--- config.mk ---
export PLATFORM = sky130hd
export DESIGN_NAME = image_streamer_flat
export DESIGN_NICKNAME = d
export VERILOG_FILES = /design/src/rtl/dnn_input_pkg.sv /design/src/rtl/image_streamer_if.sv /design/src/rtl/bbox_scanner.sv /design/src/rtl/image_streamer.sv /design/src/flat_wrapper.sv
export SDC_FILE = /design/constraint.sdc
export NUM_CORES = 2
export LEC_CHECK = 0
export BUFFER_PORTS_ARGS = -buffer_cell sky130_fd_sc_hd__buf_2
export CAP_MARGIN = 30
export CORE_AREA = 2 2 404 406
export CTS_BUF_LIST = sky130_fd_sc_hd__clkbuf_16
export CTS_CLUSTER_SIZE = 10
export DETAILED_ROUTE_END_ITERATION = 12
export DIE_AREA = 0 0 406 408
export SYNTH_ARGS = -nofsm -noshare
export SYNTH_HDL_FRONTEND = slang
export SYNTH_HIERARCHICAL = 1
export SYNTH_SLANG_ARGS = --single-unit
--- constraint.sdc ---
create_clock -name iBusClk -period 3.4 [get_ports iBusClk]
set_clock_uncertainty 0.05 [all_clocks]
set_input_delay 0.51 -clock iBusClk [delete_from_list [all_inputs] [get_ports iBusClk]]
set_output_delay 0.51 -clock iBusClk [all_outputs]
set_load 0.05 [all_outputs]
--- src/rtl/dnn_input_pkg.sv ---
// Shared constants, FSM encodings and bit-index helpers for the DNN input path.
package dnn_input_pkg;

  localparam int unsigned IMG_DIM   = 32;
  localparam int unsigned IMG_BITS  = 1024;
  localparam int unsigned COORD_W   = 5;
  localparam int unsigned BEAT_W    = 10;
  localparam int unsigned SHIFT_W   = 6;
  localparam int unsigned SRC_W     = 7;
  localparam int unsigned PIX_W_DEF = 8;
  localparam logic [7:0]  PIX_ONE_DEF = 8'd127;

  localparam logic [1:0] IDLE   = 2'd0;
  localparam logic [1:0] SCAN   = 2'd1;
  localparam logic [1:0] CALC   = 2'd2;
  localparam logic [1:0] STREAM = 2'd3;

  // Bitmap addressing: column-major, bit = x*32 + y.
  function automatic logic [BEAT_W-1:0] bit_index(input logic [COORD_W-1:0] x,
                                                  input logic [COORD_W-1:0] y);
    return {x, y};
  endfunction

  function automatic logic [COORD_W-1:0] lowest_set(input logic [IMG_DIM-1:0] w);
    logic [COORD_W-1:0] r;
    r = '0;
    for (int i = IMG_DIM - 1; i >= 0; i--) begin
      if (w[i]) r = COORD_W'(i);
    end
    return r;
  endfunction

  function automatic logic [COORD_W-1:0] highest_set(input logic [IMG_DIM-1:0] w);
    logic [COORD_W-1:0] r;
    r = '0;
    for (int i = 0; i < IMG_DIM; i++) begin
      if (w[i]) r = COORD_W'(i);
    end
    return r;
  endfunction

endpackage

--- src/rtl/image_streamer_if.sv ---
// Pixel stream handshake between image_streamer (master) and the DNN input layer.
interface image_streamer_if
  import dnn_input_pkg::*;
#(
  parameter int unsigned PIX_W = PIX_W_DEF
);
  logic [PIX_W-1:0] oPixel;
  logic             oValid;
  logic             iReady;
  logic             oLast;

  modport master (output oPixel, output oValid, output oLast, input iReady);
  modport slave  (input oPixel, input oValid, input oLast, output iReady);
endinterface

--- src/rtl/bbox_scanner.sv ---
// Accumulates the bounding box of set bits as columns are stepped in ascending x order.
module bbox_scanner
  import dnn_input_pkg::*;
(
  input  logic               clk,
  input  logic               rst_n,
  input  logic               clear_i,
  input  logic               step_i,
  input  logic [IMG_DIM-1:0] col_i,
  input  logic [COORD_W-1:0] idx_i,
  output logic [COORD_W-1:0] min_x_o,
  output logic [COORD_W-1:0] max_x_o,
  output logic [COORD_W-1:0] min_y_o,
  output logic [COORD_W-1:0] max_y_o,
  output logic               empty_o
);

  logic [COORD_W-1:0] min_x_q, min_x_d, max_x_q, max_x_d;
  logic [COORD_W-1:0] min_y_q, min_y_d, max_y_q, max_y_d;
  logic               any_q, any_d;
  logic [COORD_W-1:0] lo_y, hi_y;

  assign lo_y = lowest_set(col_i);
  assign hi_y = highest_set(col_i);

  // First nonzero column seeds the box; later ones widen it.
  always_comb begin
    min_x_d = min_x_q;
    max_x_d = max_x_q;
    min_y_d = min_y_q;
    max_y_d = max_y_q;
    any_d   = any_q;
    if (clear_i) begin
      min_x_d = '0;
      max_x_d = '0;
      min_y_d = '0;
      max_y_d = '0;
      any_d   = 1'b0;
    end else if (step_i && (col_i != '0)) begin
      any_d   = 1'b1;
      max_x_d = idx_i;
      if (!any_q) begin
        min_x_d = idx_i;
        min_y_d = lo_y;
        max_y_d = hi_y;
      end else begin
        if (lo_y < min_y_q) min_y_d = lo_y;
        if (hi_y > max_y_q) max_y_d = hi_y;
      end
    end
  end

  always_ff @(posedge clk or negedge rst_n) begin
    if (!rst_n) begin
      min_x_q <= '0;
      max_x_q <= '0;
      min_y_q <= '0;
      max_y_q <= '0;
      any_q   <= 1'b0;
    end else begin
      min_x_q <= min_x_d;
      max_x_q <= max_x_d;
      min_y_q <= min_y_d;
      max_y_q <= max_y_d;
      any_q   <= any_d;
    end
  end

  assign min_x_o = min_x_q;
  assign max_x_o = max_x_q;
  assign min_y_o = min_y_q;
  assign max_y_o = max_y_q;
  assign empty_o = !any_q;

endmodule

--- src/rtl/image_streamer.sv ---
// Snapshots the 32x32 canvas and streams it as 1024 pixels; optional digit recentring
// is compiled in with the CENTER_EN macro.
module image_streamer
  import dnn_input_pkg::*;
#(
  parameter int unsigned      PIX_W   = PIX_W_DEF,
  parameter logic [PIX_W-1:0] PIX_ONE = PIX_W'(PIX_ONE_DEF)
) (
  input  logic                      iBusClk,
  input  logic                      iRstN,
  input  logic                      iStart,
  input  logic [IMG_BITS-1:0]       iImage,
  image_streamer_if.master          m_if,
  output logic                      oBusy,
  output logic                      oDone,
  output logic signed [SHIFT_W-1:0] oShiftX,
  output logic signed [SHIFT_W-1:0] oShiftY
);

  logic [1:0]                state_q, state_d;
  logic [IMG_BITS-1:0]       snap_q, snap_d;
  logic [BEAT_W-1:0]         beat_q, beat_d;
  logic [PIX_W-1:0]          pix_q, pix_d;
  logic                      valid_q, valid_d;
  logic                      last_q, last_d;
  logic                      busy_q, busy_d;
  logic                      done_q, done_d;
  logic signed [SHIFT_W-1:0] sx_q, sx_d, sy_q, sy_d;
  logic                      start_go;

  // A start coinciding with the done pulse is dropped.
  assign start_go = (state_q == IDLE) && iStart && !done_q;

  // Pixel for output beat n after undoing the recentre shift.
  function automatic logic pix_bit(input logic [IMG_BITS-1:0]       img,
                                   input logic [BEAT_W-1:0]         beat,
                                   input logic signed [SHIFT_W-1:0] sx,
                                   input logic signed [SHIFT_W-1:0] sy);
    logic signed [SRC_W-1:0] src_x, src_y;
    src_x = $signed({2'b00, beat[COORD_W-1:0]}) - $signed({sx[SHIFT_W-1], sx});
    src_y = $signed({2'b00, beat[BEAT_W-1:COORD_W]}) - $signed({sy[SHIFT_W-1], sy});
    if ((src_x[SRC_W-1:COORD_W] != 2'b00) || (src_y[SRC_W-1:COORD_W] != 2'b00)) return 1'b0;
    return img[bit_index(src_x[COORD_W-1:0], src_y[COORD_W-1:0])];
  endfunction

`ifdef CENTER_EN
  logic [COORD_W-1:0]        col_q, col_d;
  logic [COORD_W-1:0]        min_x, max_x, min_y, max_y;
  logic                      bbox_empty;
  logic signed [SRC_W-1:0]   sum_x, sum_y;
  logic signed [SHIFT_W-1:0] calc_sx, calc_sy;

  bbox_scanner u_bbox (
    .clk     (iBusClk),
    .rst_n   (iRstN),
    .clear_i (start_go),
    .step_i  (state_q == SCAN),
    .col_i   (snap_q[{col_q, 5'd0} +: IMG_DIM]),
    .idx_i   (col_q),
    .min_x_o (min_x),
    .max_x_o (max_x),
    .min_y_o (min_y),
    .max_y_o (max_y),
    .empty_o (bbox_empty)
  );

  // Centre offset: floor((31 - min - max) / 2), zero for a blank canvas.
  always_comb begin
    sum_x   = 7'sd31 - $signed({2'b00, min_x}) - $signed({2'b00, max_x});
    sum_y   = 7'sd31 - $signed({2'b00, min_y}) - $signed({2'b00, max_y});
    calc_sx = bbox_empty ? '0 : SHIFT_W'(sum_x >>> 1);
    calc_sy = bbox_empty ? '0 : SHIFT_W'(sum_y >>> 1);
  end
`endif

  always_comb begin
    state_d = state_q;
    snap_d  = snap_q;
    beat_d  = beat_q;
    pix_d   = pix_q;
    valid_d = valid_q;
    last_d  = last_q;
    done_d  = 1'b0;
    sx_d    = sx_q;
    sy_d    = sy_q;
`ifdef CENTER_EN
    col_d   = col_q;
`endif
    case (state_q)
      IDLE: begin
        if (start_go) begin
          snap_d = iImage;
          beat_d = '0;
          last_d = 1'b0;
          sx_d   = '0;
          sy_d   = '0;
`ifdef CENTER_EN
          col_d   = '0;
          state_d = SCAN;
`else
          state_d = STREAM;
          valid_d = 1'b1;
          pix_d   = pix_bit(iImage, '0, '0, '0) ? PIX_ONE : '0;
`endif
        end
      end
`ifdef CENTER_EN
      SCAN: begin
        col_d = 5'(col_q + 5'd1);
        if (col_q == 5'd31) state_d = CALC;
      end
      CALC: begin
        sx_d    = calc_sx;
        sy_d    = calc_sy;
        state_d = STREAM;
        valid_d = 1'b1;
        pix_d   = pix_bit(snap_q, '0, calc_sx, calc_sy) ? PIX_ONE : '0;
      end
`endif
      STREAM: begin
        if (valid_q && m_if.iReady) begin
          if (beat_q == 10'd1023) begin
            state_d = IDLE;
            valid_d = 1'b0;
            last_d  = 1'b0;
            pix_d   = '0;
            done_d  = 1'b1;
          end else begin
            beat_d = 10'(beat_q + 10'd1);
            last_d = (beat_q == 10'd1022);
            pix_d  = pix_bit(snap_q, 10'(beat_q + 10'd1), sx_q, sy_q) ? PIX_ONE : '0;
          end
        end
      end
      default: state_d = IDLE;
    endcase
    busy_d = (state_d != IDLE);
  end

  always_ff @(posedge iBusClk or negedge iRstN) begin
    if (!iRstN) begin
      state_q <= IDLE;
      snap_q  <= '0;
      beat_q  <= '0;
      pix_q   <= '0;
      valid_q <= 1'b0;
      last_q  <= 1'b0;
      busy_q  <= 1'b0;
      done_q  <= 1'b0;
      sx_q    <= '0;
      sy_q    <= '0;
`ifdef CENTER_EN
      col_q   <= '0;
`endif
    end else begin
      state_q <= state_d;
      snap_q  <= snap_d;
      beat_q  <= beat_d;
      pix_q   <= pix_d;
      valid_q <= valid_d;
      last_q  <= last_d;
      busy_q  <= busy_d;
      done_q  <= done_d;
      sx_q    <= sx_d;
      sy_q    <= sy_d;
`ifdef CENTER_EN
      col_q   <= col_d;
`endif
    end
  end

  assign m_if.oPixel = pix_q;
  assign m_if.oValid = valid_q;
  assign m_if.oLast  = last_q;
  assign oBusy       = busy_q;
  assign oDone       = done_q;
  assign oShiftX     = sx_q;
  assign oShiftY     = sy_q;

endmodule

--- src/flat_wrapper.sv ---
// flat-port wrapper written by rule: the top's interface ports become plain ports
module image_streamer_flat import dnn_input_pkg::*;
#(
  parameter int unsigned      PIX_W   = PIX_W_DEF,
  parameter logic [PIX_W-1:0] PIX_ONE = PIX_W'(PIX_ONE_DEF)
)
  (iBusClk, iRstN, iStart, iImage, oBusy, oDone, oShiftX, oShiftY, m_if_oPixel, m_if_oValid, m_if_oLast, m_if_iReady);
  image_streamer_if #(.PIX_W(PIX_W)) m_if_i ();
  input  logic iBusClk;
  input  logic iRstN;
  input  logic iStart;
  input  logic [IMG_BITS-1:0] iImage;
  output logic oBusy;
  output logic oDone;
  output logic signed [SHIFT_W-1:0] oShiftX;
  output logic signed [SHIFT_W-1:0] oShiftY;
  output wire logic [$bits(m_if_i.oPixel)-1:0] m_if_oPixel;
  output wire logic [$bits(m_if_i.oValid)-1:0] m_if_oValid;
  output wire logic [$bits(m_if_i.oLast)-1:0] m_if_oLast;
  input wire logic [$bits(m_if_i.iReady)-1:0] m_if_iReady;
  assign m_if_oPixel = m_if_i.oPixel;
  assign m_if_oValid = m_if_i.oValid;
  assign m_if_oLast = m_if_i.oLast;
  assign m_if_i.iReady = m_if_iReady;
  image_streamer #(.PIX_W(PIX_W), .PIX_ONE(PIX_ONE)) u_core (.iBusClk(iBusClk), .iRstN(iRstN), .iStart(iStart), .iImage(iImage), .m_if(m_if_i), .oBusy(oBusy), .oDone(oDone), .oShiftX(oShiftX), .oShiftY(oShiftY));
endmodule
* Word-level counts from Yosys, hierarchy flattened *
Index checks and enable logic that the tools add are counted.

operators by class
  order comparisons = 1
  mux-type cells = 34
  add/subtract/negate cells = 1
  equal/unequal tests = 7
  reduce and logical (&&, ||, !) cells = 11

operators with widths
  cell                                                   count
  two-way mux 10 bit                                     3
  two-way mux 8 bit                                      3
  equality test 10 bit (second input constant)           2
  case mux 10 bit (2 select lines)                       1
  two-way mux 1 bit                                      17
  case mux 8 bit (2 select lines)                        1
  two-way mux 7 bit                                      2
  < comparator 10 x 11 -> 1 bit (second input constant)  1
  adder 10 x 1 -> 10 bit (second input constant)         1
  binary-select mux 1 bit (select 10 bit)                1
  AND reduction 4 bit                                    2
  two-way mux 2 bit                                      3
  != test 2 x 1 -> 1 bit (second input constant)         3
  case mux 1 bit (2 select lines)                        2
  case mux 2 bit (2 select lines)                        1
  nonzero test 2 bit                                     2
  logical AND 1 bit                                      3
  AND reduction 3 bit                                    1
  equality test 2 bit (second input constant)            1
  zero test 2 bit                                        1
  != test 2 bit (second input constant)                  1
  AND reduction 2 bit                                    1
  zero test 1 bit                                        1

storage, ports and cells
  bits in registers = 1048
  output and inout port bits = 24
  word-level logic and storage cells = 62
  input bits = 1028

* Depth between registers and ports, before layout *
  depth in word-level cells = 12
  depth in mapped cells = 15
  gate-level depth less buffers = 12

* Least setup slack after synthesis *
No wires, ideal clock.

  path type = register to register
  from = reg u_core.beat_q[1]
  to = reg u_core.pix_q[5] (netlist: u_core/m_if.oPixel[5])
  path buffers = 3
  library setup time = 0.128 ns
  period minus slack after synthesis = 3.050 ns
  arrival = 2.873 ns
  required time = 3.222 ns
  slack = 0.350 ns
  cell stages (with the launch flop) = 15
  path through = dfrtp_1 -> ha_1 -> nand3_1 -> or3_1 -> nand2_1 -> buf_4 -> buf_2 -> buf_2 -> mux4_2 -> a22oi_1 -> o211ai_1 -> nand4_1 -> o2111ai_1 -> o21ai_1 -> o31ai_2

on the way
  longest elaborated chain between the ends = 11
  elaborated cells on any way between the ends = 12
  classes of those cells = 1 x add/sub; 1 x eq/ne; 10 x mux

ends and longest elaborated chain
  element                                  line                   RTL
  start: declaration                       image_streamer.sv:22   logic [BEAT_W-1:0] beat_q, beat_d;
  start signal: assignment                 image_streamer.sv:158  beat_q <= beat_d;
  adder 10 x 1 -> 10 bit                   image_streamer.sv:131  pix_d = pix_bit(snap_q, 10'(beat_q + 10'd1), sx_q, sy_q) ? PIX_ONE : '0;
  binary-select mux 1 bit (select 10 bit)  image_streamer.sv:43   return img[bit_index(src_x[COORD_W-1:0], src_y[COORD_W-1:0])];
  two-way mux 1 bit (implied by the code)  image_streamer.sv:43
  two-way mux 1 bit                        image_streamer.sv:43
  two-way mux 1 bit                        image_streamer.sv:122  if (beat_q == 10'd1023) begin
  two-way mux 1 bit                        image_streamer.sv:121  if (valid_q && m_if.iReady) begin
  two-way mux 1 bit                        image_streamer.sv:89   case (state_q)
  two-way mux 7 bit                        image_streamer.sv:131
  two-way mux 8 bit (*)                    image_streamer.sv:122
  two-way mux 8 bit (*)                    image_streamer.sv:121
  case mux 8 bit (2 select lines) (*)      image_streamer.sv:89
  end signal: assignment                   image_streamer.sv:159  pix_q <= pix_d;
  end: declaration                         image_streamer.sv:23   logic [PIX_W-1:0] pix_q, pix_d;

Mark *: on every way between the ends. The rest lies on a longest branch, timed or not. The select of a mux whose other input is x is not followed.
A chain may end at the register's enable or synchronous reset.

* Worst setup path after layout *
Same ends and word-level chain as after synthesis.

==> impl_metrics.py <==
metrics = {
    "global_routing": {
        "antenna_found_initial": 31,
        "grt_most_used_layer": "met2",
        "grt_met2_usage": 0.404,
        "gr-usage-met1": 0.324,
        "total_congestion_overflow_after_global_routing": 0,
        "grt_max_degree": 207,
        "first_global_vias": 49700,
        "grt_first_pass_wirelength_mm": 321,
        "grt.met3_usage": 0.0709,
        "grt_usage": 0.265,
    },
    "routing": {
        "ant_nets": 0,
        "routed_via_count_divided_by_cell_count": 5.01,
        "wl_mm": 223,
        "wl_per_cell_microns": 23.4,
        "drt_first_iter_violations": 5056,
        "firstDrtPassIters": 9,
        "dr_total_vias": 47700,
        "post-route-drc-count": 0,
    },
    "status": {
        "status": "finished, violations left",
        "failed_checks": "setup timing",
    },
    "clocking": {
        "buffers_from_clock_root_to_sink_at_most": 3,
        "cts_max_level": 4,
        "clk_pin_slew_worst_paths_ps": 60,
        "cts-buffers-inserted": 130,
        "tritoncts_num_sinks": 1041,
        "ctsRootBufferMaster": "clkbuf_16",
        "worst_skew_pair.late_latency_ps": 760,
        "tritoncts": "yes",
    },
    "floorplanning": {
        "die_area_sq_um": 166000,
        "floorplan.initialDensity": 0.295,
        "io_pins": 1052,
        "placementRows": 148,
        "core_region_area_sq_um": 162000,
        "die_w_microns": 406,
        "die_height_microns": 408,
    },
    "placed_design": {
        "gp_routability_congestion": 0.937,
        "hpwl_mm": 152,
        "io_buffer_count": 1038,
        "placed_cells_incl_taps": 8290,
        "place_area_sq_um": 56700,
    },
    "critical_path": {
        "crit_fanout": 5,
        "worst-r2r-cell-count": 15,
        "cp.required_ps": 3980,
        "reg2reg_launch_point": "u_core/beat_q[1]$_DFFE_PN0P_",
        "setup.worst_path.end": "u_core/m_if.oPixel[5]$_DFFE_PN0P_",
        "critPathLaunchType": "flop",
        "worstSetupStartpoint": "u_core/beat_q[1]$_DFFE_PN0P_",
        "worst_setup_path_end_kind": "flop",
        "worstPathArrival_ps": 4200,
        "regToRegSetupSlack_ps": -210,
        "regToRegEndpoint": "u_core/m_if.oPixel[5]$_DFFE_PN0P_",
        "critical_path_class": "reg2reg",
    },
    "yosys": {
        "synth_seq_cells": 1041,
        "synthTopCellsByArea": "dfrtp_1, nand2_1, mux4_2",
        "syn-cell-area_sq_um": 47700,
        "synth.distinct_cells": 65,
        "synth_flop_cell": "dfrtp_1",
        "synth_top_area_share": 0.546,
        "synth_area_leader_cell": "dfrtp_1",
        "synth-edff-count": 0,
        "synth-async-reset-ratio": 1.00,
        "syn-mean-instance-area_sq_um": 9.25,
        "ys_seq_area_frac": 0.546,
        "cells_after_synth": 5157,
        "synth-warning-count": 6,
    },
    "sta": {
        "tightestPinTransition_ps": 1090,
        "hold-worst-slack_ps": 53.8,
        "setup_ws_ps": -214,
        "finalHoldViolations": 0,
        "min_period_over_period": 1.06,
        "grt_setup_unrepaired": "yes",
        "finalCriticalPeriod_ps": 3610,
        "max_freq_mhz": 277,
        "setup_viol_count_final": 1,
        "timing.final.max_slew_violations": 0,
        "worst_slew_margin_rel": 0.271,
    },
    "cells_and_area": {
        "share_of_final_layout_standard_cells_stronger_than_drive_strength_1": 0.244,
        "fin_util": 0.440,
        "final_cell_count_no_fill": 9531,
        "layout.cells.most_common_list": "nand2_1, dfrtp_1, buf_2",
        "layout.cell_area.non_filler_sq_um": 71200,
        "fillCellCount": 14800,
        "finish.net_count": 8322,
        "syn_to_final_growth_pct": 49.3,
        "most_frequent_standard_cell_in_the_layout_excluding_fill_and_tap_cells": "nand2_1",
    },
    "pwr": {
        "max-vdd-ir-drop_mv": 0.445,
        "total_leakage_power_nw": 37.1,
        "power.density_nw_per_um2": 378,
        "total_power_w": 0.0269,
    },
    "worst_hold_path": {
        "min_path_type": "in2reg",
        "holdPathStages": 3,
    },
    "flow_run": {
        "drv.max_cap_violation_count": 0,
    },
}
-- sequential cells by signal (all words and copies together) (netlist names) --
| signal | cells |
|---|---|
| u_core/m_if.oLast | 1 |
| u_core/snap_q | 1024 |
| u_core/state_q | 2 |
| u_core/beat_q | 10 |
| u_core/m_if.oValid | 1 |
| u_core/m_if.oPixel | 1 |
| u_core/oBusy | 1 |
| u_core/oDone | 1 |
-- where the power goes --
part	internal, W	switching, W
logic	0.00123	0.000897
registers	0.0124	0.000000692
clock network	0.00696	0.00540
total	0.0206	0.00630
-- through the flow --
step	setup WS [ps]	setup TNS, ps
floorplan	350	0
CTS	-232	-232
global route	-272	-272
finish	-214	-214
detailed placement	-468	-468
global placement	-517	-517
-- worst max-delay path, stage by stage (launching register included) --
cell and delay (ps):
dfrtp_1 410, nand3_4 100, buf_6 140, o21ai_4 210, nand2_8 100, buf_12 160, buf_12 130, buf_6 110
mux4_2 340, mux2i_1 80, o211ai_1 780, o311ai_4 240, buf_6 200, o2111ai_4 170, o21ai_2 90, o31ai_2 170
-- worst min-delay path by stage --
stage | slack (ps) | from | end
after global placement | 400 | u_core/snap_q[1011]$_DFFE_PN0P_ | u_core/snap_q[1011]$_DFFE_PN0P_
after detailed placement | 410 | u_core/snap_q[765]$_DFFE_PN0P_ | u_core/snap_q[765]$_DFFE_PN0P_
after CTS | 0.7 | iImage[800] | u_core/snap_q[800]$_DFFE_PN0P_
final | 50 | iImage[636] | u_core/snap_q[636]$_DFFE_PN0P_
after floorplan | 160 | iRstN | u_core/beat_q[0]$_DFFE_PN0P_
after global routing | 7 | iImage[800] | u_core/snap_q[800]$_DFFE_PN0P_
-- final cells by class --
cell class	instances	area, sq um	area share
Inverter	5	18.8	0.000264
Timing Repair Buffer	2331	18500	0.259
Clock buffer	132	3300	0.0464
Multi-Input combinational cell	3781	20300	0.285
Tap cell	2175	2720	0.0382
Clock inverter	56	338	0.00474
Sequential cell	1041	26100	0.366
Antenna cell	10	25.0	0.000351
-- routing by layer --
metal | vias to the layer above | share of wire
met4 | 22 | 0.078
met3 | 918 | 0.086
li1 | 20800 | -
met2 | 2825 | 0.45
met1 | 23100 | 0.39
met5 | - | 0.00067
-- what timing repair did --
item	4_1_cts	5_1_grt
buffers inserted	37	5
endpoints found under the setup margin	1	1
cloned	1	3
resized for setup	54	24
pin swaps	22	23
endpoints found under the hold margin	1021	0
hold buffers	999	0
-- synthesized netlist by cell type (2+ instances only) --
| cell type | instances |
|---|---|
| mux4_1 | 6 |
| a21oi_1 | 31 |
| a21boi_0 | 3 |
| o21ai_0 | 26 |
| buf_4 | 22 |
| nor2_1 | 21 |
| nor2_2 | 2 |
| inv_1 | 5 |
| or2_2 | 3 |
| o2111ai_1 | 2 |
| clkbuf_4 | 2 |
| xor2_1 | 3 |
| ha_1 | 4 |
| a21o_1 | 2 |
| a31oi_1 | 14 |
| o21ai_1 | 5 |
| buf_2 | 37 |
| nand3_1 | 37 |
| mux2i_1 | 33 |
| o22ai_1 | 14 |
| nor3b_1 | 2 |
| nand2b_1 | 5 |
| and2_1 | 3 |
| nand4_1 | 17 |
| and4_1 | 2 |
| xnor2_1 | 3 |
| clkbuf_1 | 247 |
| nor3_1 | 2 |
| buf_6 | 15 |
| a22oi_1 | 56 |
| dfrtp_1 | 1041 |
| a22o_1 | 3 |
| or3_1 | 3 |
| buf_12 | 9 |
| o221ai_1 | 3 |
| o211ai_1 | 22 |
| or4_1 | 2 |
| and3_1 | 8 |
| nand2_1 | 3166 |
| o31ai_1 | 3 |
| buf_1 | 7 |
| mux4_2 | 241 |
| buf_8 | 3 |
-- kinds of logic (layout without fill, tap and decap cells) --
family | after synthesis | count (layout) | share of synthesized area
xor gates and xnor gates | 6 | 6 | 0.00110
muxes | 280 | 280 | 0.124
buffers and inverters | 347 | 2524 | 0.0363
AOI/OAI and AO/OA | 197 | 197 | 0.0280
and+or+nand+nor | 3281 | 3281 | 0.263
adders and majority gates | 4 | 4 | 0.00105
DFF | 1041 | 1041 | 0.546
other | 1 | 23 | 0.0000786
Note: power is estimated with default switching activity, not from simulation.
